<file path="config.mk">
export PLATFORM = sky130hd
export DESIGN_NAME = edge_event_detector
export DESIGN_NICKNAME = d
export VERILOG_FILES = /design/src/rtl/edge_detect_pkg.sv /design/src/rtl/edge_channel.sv /design/src/rtl/edge_event_detector.sv
export SDC_FILE = /design/constraint.sdc
export NUM_CORES = 1
export LEC_CHECK = 0
export BUFFER_PORTS_ARGS = -buffer_cell sky130_fd_sc_hd__buf_2
export CORE_ASPECT_RATIO = 1.25
export CORE_MARGIN = 1
export CORE_UTILIZATION = 44
export DETAILED_ROUTE_END_ITERATION = 10
export PLACE_DENSITY = 0.72
export SYNTH_ARGS = -nofsm -noshare
export SYNTH_HDL_FRONTEND = slang
export SYNTH_SLANG_ARGS = --single-unit
</file>
<file path="constraint.sdc">
create_clock -name ul1Clock -period 1.1 [get_ports ul1Clock]
set_input_delay 0.055 -clock ul1Clock [delete_from_list [all_inputs] [get_ports ul1Clock]]
set_output_delay 0.055 -clock ul1Clock [all_outputs]
set_load 0.005 [all_outputs]
</file>
<file path="src/rtl/edge_detect_pkg.sv">
// edge_detect_pkg: edge-mode encoding and counter width helper shared by the edge event detector.
package edge_detect_pkg;

    typedef enum logic [1:0] {
        EDGE_OFF  = 2'b00,
        EDGE_RISE = 2'b01,
        EDGE_FALL = 2'b10,
        EDGE_BOTH = 2'b11
    } teEdgeMode;

    function automatic int cntWidth(input int maxVal);
        return (maxVal < 1) ? 1 : $clog2(maxVal + 1);
    endfunction

endpackage

</file>
<file path="src/rtl/edge_channel.sv">
// edge_channel: one input channel with sync chain, stable-count filter, arming, edge select and pulse stretcher.
module edge_channel
    import edge_detect_pkg::*;
#(
    parameter int SYNC_STAGES   = 2,
    parameter int FILTER_CYCLES = 0,
    parameter int PULSE_EXT     = 1
) (
    input  logic       ul1Clock,
    input  logic       ul1Reset,
    input  logic       ul1SignalIn,
    input  logic [1:0] ul2Mode,
    output logic       ul1Detect,
    output logic       ul1Pulse
);

    localparam int FW = cntWidth(FILTER_CYCLES);
    localparam int PW = cntWidth(PULSE_EXT);

    logic [SYNC_STAGES-1:0] ulvSync;
    logic [SYNC_STAGES-1:0] ulvPrimed;
    logic [FW-1:0]          ulvFiltCnt;
    logic [PW-1:0]          ulvPulseCnt;
    logic                   ul1Filt;
    logic                   ul1Prev;
    logic                   ul1Armed;
    logic                   ul1SyncOut;
    teEdgeMode              eMode;

    assign ul1SyncOut = ulvSync[SYNC_STAGES-1];
    assign eMode      = teEdgeMode'(ul2Mode);
    assign ul1Detect  = ul1Armed & (ul1Filt ^ ul1Prev) &
                        ((eMode == EDGE_BOTH) | (eMode == EDGE_RISE & ul1Filt) | (eMode == EDGE_FALL & ~ul1Filt));
    assign ul1Pulse   = ulvPulseCnt != '0;

    // ulvPrimed tracks when the sync output holds a real sample; arming loads it directly so a held level never reports an edge
    always_ff @(posedge ul1Clock) begin
        if (ul1Reset) begin
            ulvSync     <= '0;
            ulvPrimed   <= '0;
            ulvFiltCnt  <= '0;
            ulvPulseCnt <= '0;
            ul1Filt     <= 1'b0;
            ul1Prev     <= 1'b0;
            ul1Armed    <= 1'b0;
        end else begin
            ulvSync     <= {ulvSync[SYNC_STAGES-2:0], ul1SignalIn};
            ulvPrimed   <= {ulvPrimed[SYNC_STAGES-2:0], 1'b1};
            ulvPulseCnt <= ul1Detect ? PW'(PULSE_EXT) : ulvPulseCnt - PW'(ulvPulseCnt != '0);
            if (!ul1Armed) begin
                if (ulvPrimed[SYNC_STAGES-1]) begin
                    ul1Filt  <= ul1SyncOut;
                    ul1Prev  <= ul1SyncOut;
                    ul1Armed <= 1'b1;
                end
            end else begin
                ul1Prev <= ul1Filt;
                if (FILTER_CYCLES == 0) begin
                    ul1Filt <= ul1SyncOut;
                end else if (ul1SyncOut == ul1Filt) begin
                    ulvFiltCnt <= '0;
                end else if (ulvFiltCnt == FW'(FILTER_CYCLES)) begin
                    ul1Filt    <= ul1SyncOut;
                    ulvFiltCnt <= '0;
                end else begin
                    ulvFiltCnt <= ulvFiltCnt + 1'b1;
                end
            end
        end
    end

endmodule

</file>
<file path="src/rtl/edge_event_detector.sv">
// edge_event_detector: multi-channel edge pulses with sticky event flags and a masked, registered interrupt.
module edge_event_detector
    import edge_detect_pkg::*;
#(
    parameter int CHANNELS      = 4,
    parameter int SYNC_STAGES   = 2,
    parameter int FILTER_CYCLES = 0,
    parameter int PULSE_EXT     = 1
) (
    input  logic                  ul1Clock,
    input  logic                  ul1Reset,
    input  logic [CHANNELS-1:0]   ulvSignalIn,
    input  logic [2*CHANNELS-1:0] ulvEdgeMode,
    input  logic [CHANNELS-1:0]   ulvEventClear,
    input  logic [CHANNELS-1:0]   ulvIrqMask,
    output logic [CHANNELS-1:0]   ulvPulseOut,
    output logic [CHANNELS-1:0]   ulvEventSticky,
    output logic                  ul1Irq
);

    logic [CHANNELS-1:0] ulvDetect;

    for (genvar c = 0; c < CHANNELS; c++) begin : gChannel
        edge_channel #(
            .SYNC_STAGES  (SYNC_STAGES),
            .FILTER_CYCLES(FILTER_CYCLES),
            .PULSE_EXT    (PULSE_EXT)
        ) uChannel (
            .ul1Clock   (ul1Clock),
            .ul1Reset   (ul1Reset),
            .ul1SignalIn(ulvSignalIn[c]),
            .ul2Mode    (ulvEdgeMode[2*c +: 2]),
            .ul1Detect  (ulvDetect[c]),
            .ul1Pulse   (ulvPulseOut[c])
        );
    end

    // set has priority over clear so an event landing on a clear strobe is never lost
    always_ff @(posedge ul1Clock) begin
        if (ul1Reset) begin
            ulvEventSticky <= '0;
            ul1Irq         <= 1'b0;
        end else begin
            ulvEventSticky <= (ulvEventSticky & ~ulvEventClear) | ulvDetect;
            ul1Irq         <= |(ulvEventSticky & ulvIrqMask);
        end
    end

endmodule
</file>
==> impl_metrics.tcl, run 1 <==
set metrics [dict create \
    detailed_route_via_count 850 \
    nets_in_the_synthesized_netlist 130 \
    cts.reportedPaths.clkPinSlew_ns 0.09 \
    drcViolationCount 0 \
    antenna_cells 0 \
    grt_pass1_wl_um 2900 \
    pwr_density_cell_mw_per_mm2 1400 \
    hold_depth 3 \
    min_from "ulvEdgeMode[7]" \
    worstReg2RegEnd "gChannel[1].uChannel.ul1Prev$_SDFFE_PP0P_" \
    setup_violations 0 \
    rsz0062_at_grt "yes" \
    coreArea_mm2 0.00228 \
    syn_area_per_cell_um2 10.2 \
    period_needed_ns 1.07 \
    result_of_the_run "finished, final reports clean" \
    fin_worst_hold_slack_ns 0.0166 \
    fin_area_mm2 0.00142 \
    grt_pass1_vias 743 \
    normalized_max_slew_margin_pct 81.1 \
    hold_path.class "in -> reg" \
    layout_common_cells "30 x sky130_fd_sc_hd__dfxtp_1, 30 x sky130_fd_sc_hd__buf_2, 16 x sky130_fd_sc_hd__nor2_1" \
    synthesis.area_mm2 0.00110 \
    finalWorstSetupSlack_ns 0.0278 \
    initial_core_util_pct 48.1 \
    p_leak_nw 0.641 \
    clock-sinks 31 \
    postSynthCellCount 108 \
    synth.ff_latch_count 31 \
    drv_slew 0 \
    crit_fanout 4 \
    timing.setup.critical_path_class "reg -> reg" \
    final_min_period_over_clock_period_pct 97.5 \
    cp-start-kind "register" \
    crit_slowest_cell "sky130_fd_sc_hd__dfxtp_2" \
    ys.warnings.count 0 \
    port-buffer-count 30 \
    design_power_total_mw 1.98 \
    pre_cts_slack_ns 0.0133 \
    cts.path.max_buffers 2 \
    post_route_cells_drive_above_1_share_pct 31.3 \
    largest_net_degree_at_the_start_of_global_routing 18 \
    cts-root-buf "sky130_fd_sc_hd__clkbuf_4" \
    critPathCaptureType "register" \
    htree_levels 2 \
    dp_hpwl_um 1270 \
    cp_data_arrival_time_ns 1.28 \
    detail_route.wirelength_um 1860 \
    whs_endpoint "gChannel[3].uChannel.ul1Pulse$_SDFF_PP0_" \
    worst-endpoint-required_ns 1.31 \
    dieHeight_um 57.9 \
    ant_nets 0 \
    place.gp.congestion 0.738 \
    layout-area-overhead-vs-synth_pct 29.2 \
    grt_use_total_pct 15.8 \
    seq_area_frac_synth_pct 56.5 \
    floorplan.io_pins 31 \
    hold_viol 0 \
    worstPathCellList "buf_6 > mux2_2 > mux2i_1 > nor2_1" \
    route.detailed.vias_per_inst 4.70 \
    average_detailed_routed_wire_length_per_instance_um 10.3 \
    final_core_util_pct 62.2 \
    reg2reg_from "gChannel[3].uChannel.ulvPrimed[1]$_SDFF_PP0_" \
    tritoncts_buffers 5 \
    die-area_mm2 0.00270 \
    max-vdd-ir-drop_uv 1190 \
    die_x_um 46.7 \
    cts_tree "done" \
    antenna_violations_before_repair 0 \
    detail_route.first_pass.iterations 4 \
    drt-initial-drc-count 9 \
    worst_clock_skew_ns 0.00651 \
    globalRouteOverflowTotal 0 \
    max_clock_freq_mhz 933 \
    placement.cell_area_mm2 0.00125 \
    r2r.worst_path.cells 4 \
    num_rows 19 \
    synth_cell_types 18 \
    drv_cap 0 \
    timing.reg2reg.setup_slack_ns 0.03 \
    worstMarginPinSlew_ns 0.284 \
    design.final.nets 172 \
    insertion_delay_ns 0.32 \
    peak_per_stage_delay_on_the_critical_path_ns 0.35 \
]
-- timing repair --
| item | in CTS | in global routing |
|---|---|---|
| hold endpoints to repair | 7 | 1 |
| setup buffers | 0 | 2 |
| endpoints found under the setup margin | 1 | 2 |
| pin swaps | 0 | 1 |
| gates resized for setup | 1 | 3 |
| hold buffers | 7 | 1 |
-- critical path, delay by kind of cell, from the launching register on --
family | cells | cell delay (ns)
AND/OR/NAND/NOR | 1 | 0.06
flip-flops | 1 | 0.35
multiplexers | 2 | 0.44
buffers and inverters | 1 | 0.11
-- report_power, final --
group | switching [mW] | internal, mW
logic | 0.0595 | 0.0971
clock network | 0.346 | 0.296
registers | 0.0247 | 1.16
total | 0.431 | 1.55
-- per-layer routing --
| layer | vias to the layer above | GRT usage, % | wire, um |
|---|---|---|---|
| li1 | 440 | - | - |
| met1 | 375 | 15.1 | 807 |
| met2 | 33 | 25.6 | 882 |
| met3 | 2 | 10.3 | 154 |
| met4 | 0 | 7.35 | 13 |
| met5 | - | 0 | 0 |
-- sequential cells by signal, indices dropped and copies added (netlist names) --
| register | cells |
|---|---|
| gChannel.uChannel.ulvSync | 8 |
| gChannel.uChannel.ul1Armed | 4 |
| gChannel.uChannel.ul1Filt | 4 |
| gChannel.uChannel.ul1Prev | 4 |
| gChannel.uChannel.ul1Pulse | 4 |
| ulvEventSticky | 4 |
| gChannel.uChannel.ulvPrimed | 2 |
| ul1Irq | 1 |
-- stage by stage --
stage          cells  TNS [ns]
2_1_floorplan    108         0
5_1_grt          181   -0.0269
3_5_place_dp     164         0
4_1_cts          178         0
6_report         181         0
3_3_place_gp     164         0
-- area by class of cell --
type,instances,area [um^2]
fill,209,863
clock inverter,1,5.00
inverter,1,3.75
tap,31,38.8
clock buffer,6,51.3
sequential,31,622
multi-input combinational,68,423
timing repair buffer,43,275
-- logic make-up (layout without fill, tap and decap cells) --
| logic type | Yosys count | count (layout) | synth area share (%) |
|---|---|---|---|
| and+or+nand+nor | 41 | 41 | 19.7 |
| buffers and inverters | 9 | 51 | 5.35 |
| AOI/OAI and AO/OA | 19 | 19 | 10.0 |
| muxes | 8 | 8 | 8.43 |
| DFF | 31 | 31 | 56.5 |
-- synth_stat cells --
library cell,n,area [um^2]
sky130_fd_sc_hd__nand2_1,4,15.0
sky130_fd_sc_hd__a21oi_1,9,45.0
sky130_fd_sc_hd__inv_1,1,3.75
sky130_fd_sc_hd__buf_4,4,30.0
sky130_fd_sc_hd__mux2_4,2,30.0
sky130_fd_sc_hd__a22oi_1,2,15.0
sky130_fd_sc_hd__mux2i_1,4,40.0
sky130_fd_sc_hd__a21o_1,4,30.0
sky130_fd_sc_hd__o21ai_0,4,20.0
sky130_fd_sc_hd__nor2_1,16,60.1
sky130_fd_sc_hd__mux2_2,2,22.5
sky130_fd_sc_hd__buf_2,2,10.0
sky130_fd_sc_hd__nand2b_1,4,25.0
sky130_fd_sc_hd__buf_6,1,11.3
sky130_fd_sc_hd__dfxtp_1,31,621
sky130_fd_sc_hd__nand3b_1,8,60.1
sky130_fd_sc_hd__nor2b_1,9,56.3
sky130_fd_sc_hd__clkbuf_1,1,3.75
-- worst max path at each step --
stage,startpoint,endpoint,depth (start not counted),slack [ns]
floorplan,gChannel[3].uChannel.ulvPrimed[1]$_SDFF_PP0_,gChannel[3].uChannel.ul1Prev$_SDFFE_PP0P_,4,0.05
global placement,gChannel[3].uChannel.ulvPrimed[1]$_SDFF_PP0_,gChannel[1].uChannel.ul1Prev$_SDFFE_PP0P_,4,0.05
detailed placement,gChannel[3].uChannel.ulvPrimed[1]$_SDFF_PP0_,gChannel[2].uChannel.ul1Prev$_SDFFE_PP0P_,4,0.01
CTS,gChannel[3].uChannel.ulvPrimed[1]$_SDFF_PP0_,gChannel[2].uChannel.ul1Prev$_SDFFE_PP0P_,4,0.01
global route,gChannel[3].uChannel.ulvPrimed[1]$_SDFF_PP0_,gChannel[1].uChannel.ul1Prev$_SDFFE_PP0P_,4,-0.03
finish,gChannel[3].uChannel.ulvPrimed[1]$_SDFF_PP0_,gChannel[1].uChannel.ul1Prev$_SDFFE_PP0P_,4,0.03
Note: power is estimated with default switching activity, not from simulation.
==> run 2: changes to the inputs <==
- CELL_PAD_IN_SITES_DETAIL_PLACEMENT: not set -> 2
- CELL_PAD_IN_SITES_GLOBAL_PLACEMENT: not set -> 2
- CORE_UTILIZATION: 44 -> 27
- PLACE_DENSITY: 0.72 -> not set
- PLACE_DENSITY_LB_ADDON: not set -> 0.1
==> run 2 against run 1 <==
Critical path depth unchanged. Cell count up 12%. Sequential power about the same. Via count up 3.4%. Count of clock-buffer cells in the layout unchanged. First-iteration DRC count up 110%. Hold slack better by 0.033 ns. Sequential cell count unchanged. Combinational power about the same. Maximum frequency up 0.19%. Wire length up 46%. Critical path type unchanged. Critical endpoint is now gChannel[2].uChannel.ul1Prev$_SDFFE_PP0P_.
==> impl_metrics.tcl, run 2 (same netlist as run 1, synthesis figures left out) <==
set metrics [dict create \
    critical_path.top_delay_family "multiplexers" \
    globalRouteOverflowTotal 0 \
    cts.reportedPaths.clkPinSlew_ns 0.06 \
    tritoncts_buffers 5 \
    hold_viol 0 \
    antenna_cells 0 \
    worst_clock_skew_ns 0.00520 \
    result_of_the_run "finished, final reports clean" \
    detail_route.first_pass.iterations 3 \
    crit_fanout 5 \
    drv_cap 0 \
    critPathBufInv 1 \
    fillers 435 \
    cts-root-buf "sky130_fd_sc_hd__clkbuf_8" \
    final_min_period_over_clock_period_pct 97.3 \
    pwr_density_cell_mw_per_mm2 1690 \
    drt-initial-drc-count 19 \
    max_clock_freq_mhz 934 \
    timing.setup.critical_path_class "reg -> reg" \
    post_route_cells_drive_above_1_share_pct 33.1 \
    largest_reg_flops 8 \
    hold_depth 3 \
    hold_path.class "in -> reg" \
    regMostFlops "gChannel.uChannel.ulvSync" \
    coreArea_mm2 0.00385 \
    normalized_max_slew_margin_pct 77.0 \
    cp_data_arrival_time_ns 1.24 \
    peak_per_stage_delay_on_the_critical_path_ns 0.34 \
    dieHeight_um 73.3 \
    cp-start-kind "register" \
    dp_hpwl_um 1980 \
    period_needed_ns 1.07 \
    rsz0062_at_grt "yes" \
    max-vdd-ir-drop_uv 681 \
    drv_slew 0 \
    floorplan.io_pins 31 \
    average_detailed_routed_wire_length_per_instance_um 13.4 \
    detail_route.wirelength_um 2710 \
    grt_pass1_wl_um 4390 \
    worst-endpoint-required_ns 1.27 \
    ant_nets 0 \
    worstSetupPathDepth 4 \
    layout-area-overhead-vs-synth_pct 34.4 \
    num_rows 25 \
    cts.path.max_buffers 2 \
    port-buffer-count 30 \
    die-area_mm2 0.00433 \
    die_x_um 59.1 \
    grt_use_total_pct 14.7 \
    largest_net_degree_at_the_start_of_global_routing 19 \
    place.gp.congestion 0.744 \
    instances_no_fill 202 \
    cts_tree "done" \
    initial_core_util_pct 28.6 \
    antenna_violations_before_repair 0 \
    route.detailed.vias_per_inst 4.35 \
    pre_cts_slack_ns 0.0153 \
    grt_pass1_vias 951 \
    setup_violations 0 \
    design.final.nets 169 \
    numPlacedInstances 188 \
    worstPathCellList "buf_6 > mux2_4 > mux2i_1 > nor2_1" \
    htree_levels 2 \
    drcViolationCount 0 \
    insertion_delay_ns 0.29 \
    detailed_route_via_count 879 \
    design_power_total_mw 2.50 \
    crit_slowest_cell "sky130_fd_sc_hd__dfxtp_2" \
    fin_worst_hold_slack_ns 0.0498 \
    p_leak_nw 0.657 \
    finalWorstSetupSlack_ns 0.0298 \
    worstMarginPinSlew_ns 0.344 \
    clock-sinks 31 \
    r2r.worst_path.cells 4 \
    layout_common_cells "30 x sky130_fd_sc_hd__dfxtp_1, 30 x sky130_fd_sc_hd__buf_2, 16 x sky130_fd_sc_hd__nor2_1" \
    critPathCaptureType "register" \
]
==> run 2: cell count changes in the layout (fill, tap and decap cells not counted) <==
cell,previous run,this run
sky130_fd_sc_hd__dlygate4sd3_1,8,4
sky130_fd_sc_hd__buf_4,3,4
sky130_fd_sc_hd__bufinv_16,0,1
sky130_fd_sc_hd__clkbuf_4,5,0
sky130_fd_sc_hd__clkbuf_8,1,6
==> run 2: timing repair <==
action,in CTS,in global routing
setup endpoints to repair,2,3
hold buffers,4,0
buffers inserted,0,2
pin swaps,0,1
resized for setup,2,2
hold endpoints to repair,4,0
==> run 2: metrics by stage <==
| stage | util, % | area, um^2 | TNS [ns] |
|---|---|---|---|
| 6_report | 38.4 | 1480 | 0 |
| 5_1_grt | 38.4 | 1480 | -0.0130 |
| 4_1_cts | 37.8 | 1450 | -0.00629 |
| 3_5_place_dp | 33.6 | 1290 | 0 |
| 3_3_place_gp | 33.6 | 1290 | 0 |
| 2_1_floorplan | - | 1100 | 0 |
==> run 2: cell type report <==
cell class / count / area [um^2] / share of cell area [%]
flip-flops and latches: 31 / 622 / 42.1
multi-input cells: 68 / 423 / 28.6
repair buffers: 40 / 243 / 16.4
clock buffers: 6 / 82.6 / 5.59
well taps: 54 / 67.6 / 4.58
clock inverters: 2 / 35.0 / 2.37
inverters: 1 / 3.75 / 0.254
==> run 2: final timing paths <==
kind	start	end	slack, ns
hold / removal	ulvEdgeMode[5]	gChannel[2].uChannel.ul1Pulse$_SDFF_PP0_	0.05
hold reg to reg	gChannel[1].uChannel.ulvSync[0]$_SDFF_PP0_	gChannel[1].uChannel.ulvSync[1]$_SDFF_PP0_	0.44
setup reg to reg	gChannel[3].uChannel.ulvPrimed[1]$_SDFF_PP0_	gChannel[2].uChannel.ul1Prev$_SDFFE_PP0P_	0.03
setup / recovery	gChannel[3].uChannel.ulvPrimed[1]$_SDFF_PP0_	gChannel[2].uChannel.ul1Prev$_SDFFE_PP0P_	0.03
==> run 2: report_power, final <==
part	internal, mW	switching [mW]
Sequential	1.16	0.0268
Combinational	0.0902	0.0649
Clock	0.732	0.427
Total	1.98	0.518
==> run 2: worst min-delay path, cell delays in order <==
cell and delay, ns:
sky130_fd_sc_hd__buf_2 0.10, sky130_fd_sc_hd__nand3b_1 0.07, sky130_fd_sc_hd__a21oi_1 0.07
==> run 2: layer usage <==
metal / share of wire, % / vias up / global-route usage (%)
met4: 2.2 / 0 / 7.14
met3: 3.9 / 5 / 5.28
met5: 0 / - / 0
met2: 56 / 25 / 27.8
li1: - / 430 / -
met1: 38 / 419 / 13.5
==> run 3: changes to the inputs <==
- CELL_PAD_IN_SITES_DETAIL_PLACEMENT: 2 -> 1
==> run 3 against run 2 <==
Count of clock-buffer cells in the layout is 2 higher. Global-route usage is 2.2 points lower. Register-to-register slack better by 0.02 ns. Critical path type unchanged. Hold slack better by 0.0090 ns. Maximum frequency is 1.9% higher. Worst setup slack better by 0.019 ns. Highest routed layer unchanged. Wire length is 13% lower.
==> impl_metrics.tcl, run 3 (same netlist as run 1, synthesis figures left out) <==
set metrics [dict create \
    result_of_the_run "finished, final reports clean" \
    worstMarginPinSlew_ns 0.336 \
    crit_slowest_cell "sky130_fd_sc_hd__dfxtp_2" \
    detail_route.wirelength_um 2360 \
    cts.path.max_buffers 2 \
    floorplan.io_pins 31 \
    critPathBufInv 1 \
    max-vdd-ir-drop_uv 536 \
    p_leak_nw 0.643 \
    hold_path.class "in -> reg" \
    cp_data_arrival_time_ns 1.22 \
    max_clock_freq_mhz 952 \
    worst_clock_skew_ns 0.00400 \
    p_clk_share_pct 42.2 \
    cp-start-kind "register" \
    critPathCaptureType "register" \
    pwr_density_cell_mw_per_mm2 1590 \
    design_power_total_mw 2.31 \
    net-switching-power_uw 491 \
    drt-initial-drc-count 14 \
    post_route_cells_drive_above_1_share_pct 32.0 \
    rsz0062_at_grt "yes" \
    timing.setup.critical_path_class "reg -> reg" \
    htree_levels 2 \
    final.setup.tns_ns 0 \
    grt_pass1_wl_um 3800 \
    route.detailed.vias_per_inst 4.37 \
    critical_path.top_delay_family "multiplexers" \
    seq_power_share_pct 51.4 \
    detailed_route_via_count 878 \
    largest_reg_flops 8 \
    layout_common_cells "30 x sky130_fd_sc_hd__dfxtp_1, 30 x sky130_fd_sc_hd__buf_2, 16 x sky130_fd_sc_hd__nor2_1" \
    globalRouteOverflowTotal 0 \
    design.final.nets 168 \
    period_needed_ns 1.05 \
    grt_use_total_pct 12.5 \
    pre_cts_slack_ns 0.0251 \
    final_min_period_over_clock_period_pct 95.5 \
    fin_worst_hold_slack_ns 0.0588 \
    antenna_cells 0 \
    tritoncts_buffers 5 \
    insertion_delay_ns 0.28 \
    initial_core_util_pct 28.6 \
    die-area_mm2 0.00433 \
    num_rows 25 \
    cts-root-buf "sky130_fd_sc_hd__clkbuf_8" \
    finalWorstSetupSlack_ns 0.0493 \
    crit_fanout 6 \
    layout-area-overhead-vs-synth_pct 32.5 \
    antenna_violations_before_repair 0 \
    hold_viol 0 \
    average_detailed_routed_wire_length_per_instance_um 11.7 \
    drv_slew 0 \
    peak_per_stage_delay_on_the_critical_path_ns 0.34 \
    port-buffer-count 30 \
    normalized_max_slew_margin_pct 77.6 \
    die_x_um 59.1 \
    worstPathCellList "buf_6 > mux2_4 > mux2i_1 > nor2_1" \
    coreArea_mm2 0.00385 \
    ant_nets 0 \
    cellInternalPower_mw 1.82 \
    dp_hpwl_um 1750 \
    clock-sinks 31 \
    switching_share_pct 21.3 \
    detail_route.first_pass.iterations 2 \
    setup_violations 0 \
    regMostFlops "gChannel.uChannel.ulvSync" \
    gate_power_share_pct 6.4 \
    cts.reportedPaths.clkPinSlew_ns 0.06 \
    drcViolationCount 0 \
    worst-endpoint-required_ns 1.27 \
    largest_net_degree_at_the_start_of_global_routing 19 \
    place.gp.congestion 0.744 \
    cts_tree "done" \
    drv_cap 0 \
    grt_pass1_vias 854 \
    dieHeight_um 73.3 \
]
-- run 3: worst paths after layout --
path                                                     start                                    endpoint  slack (ns)  cells past startpoint
setup / recovery  gChannel[3].uChannel.ulvPrimed[1]$_SDFF_PP0_   gChannel[1].uChannel.ul1Prev$_SDFFE_PP0P_        0.05                      4
hold / removal                                  ulvEdgeMode[7]    gChannel[3].uChannel.ul1Pulse$_SDFF_PP0_        0.06                      3
setup reg to reg  gChannel[3].uChannel.ulvPrimed[1]$_SDFF_PP0_   gChannel[1].uChannel.ul1Prev$_SDFFE_PP0P_        0.05                      4
hold reg to reg     gChannel[0].uChannel.ulvSync[0]$_SDFF_PP0_  gChannel[0].uChannel.ulvSync[1]$_SDFF_PP0_        0.44                      1
-- run 3: power groups by stage --
| stage | Sequential (mW) | Combinational [mW] | Clock, mW |
|---|---|---|---|
| CTS | 1.19 | 0.145 | 1.02 |
| global route | 1.19 | 0.166 | 1.08 |
| detailed placement | 1.21 | 0.134 | 0 |
| floorplan | 1.20 | 0.0763 | 0 |
| global placement | 1.21 | 0.130 | 0 |
| finish | 1.19 | 0.149 | 0.975 |
-- run 3: per-stage QoR --
step                util, %  area (um^2)  std cells
floorplan                 -         1100        108
global placement       33.6         1290        188
detailed placement     33.6         1290        188
CTS                    37.2         1430        200
global route           37.8         1460        201
finish                 37.8         1460        201
-- run 3: timing repair --
item | CTS | global route
gates resized for setup | 0 | 5
hold buffers | 4 | 0
setup buffers | 0 | 1
hold endpoints to repair | 4 | 0
setup endpoints to repair | 0 | 4
-- run 3: metal layers --
metal | GRT usage [%] | vias to the layer above | wire [um]
met1 | 12.4 | 415 | 965
li1 | - | 430 | -
met4 | 7.94 | 0 | 60
met3 | 3.70 | 8 | 100
met2 | 22.2 | 25 | 1230
met5 | 0 | - | 0
-- run 3: worst reg2reg max path, cell delays in order (launching register included) --
cell	delay [ns]
sky130_fd_sc_hd__dfxtp_2	0.34
sky130_fd_sc_hd__buf_6	0.12
sky130_fd_sc_hd__mux2_4	0.29
sky130_fd_sc_hd__mux2i_1	0.13
sky130_fd_sc_hd__nor2_1	0.06
-- run 3: cell type report --
| class | count | area (um^2) |
|---|---|---|
| fill | 460 | 2390 |
| sequential | 31 | 622 |
| multi-input combinational | 68 | 427 |
| timing repair buffer | 39 | 235 |
| clock buffer | 8 | 100 |
| tap | 54 | 67.6 |
| inverter | 1 | 3.75 |
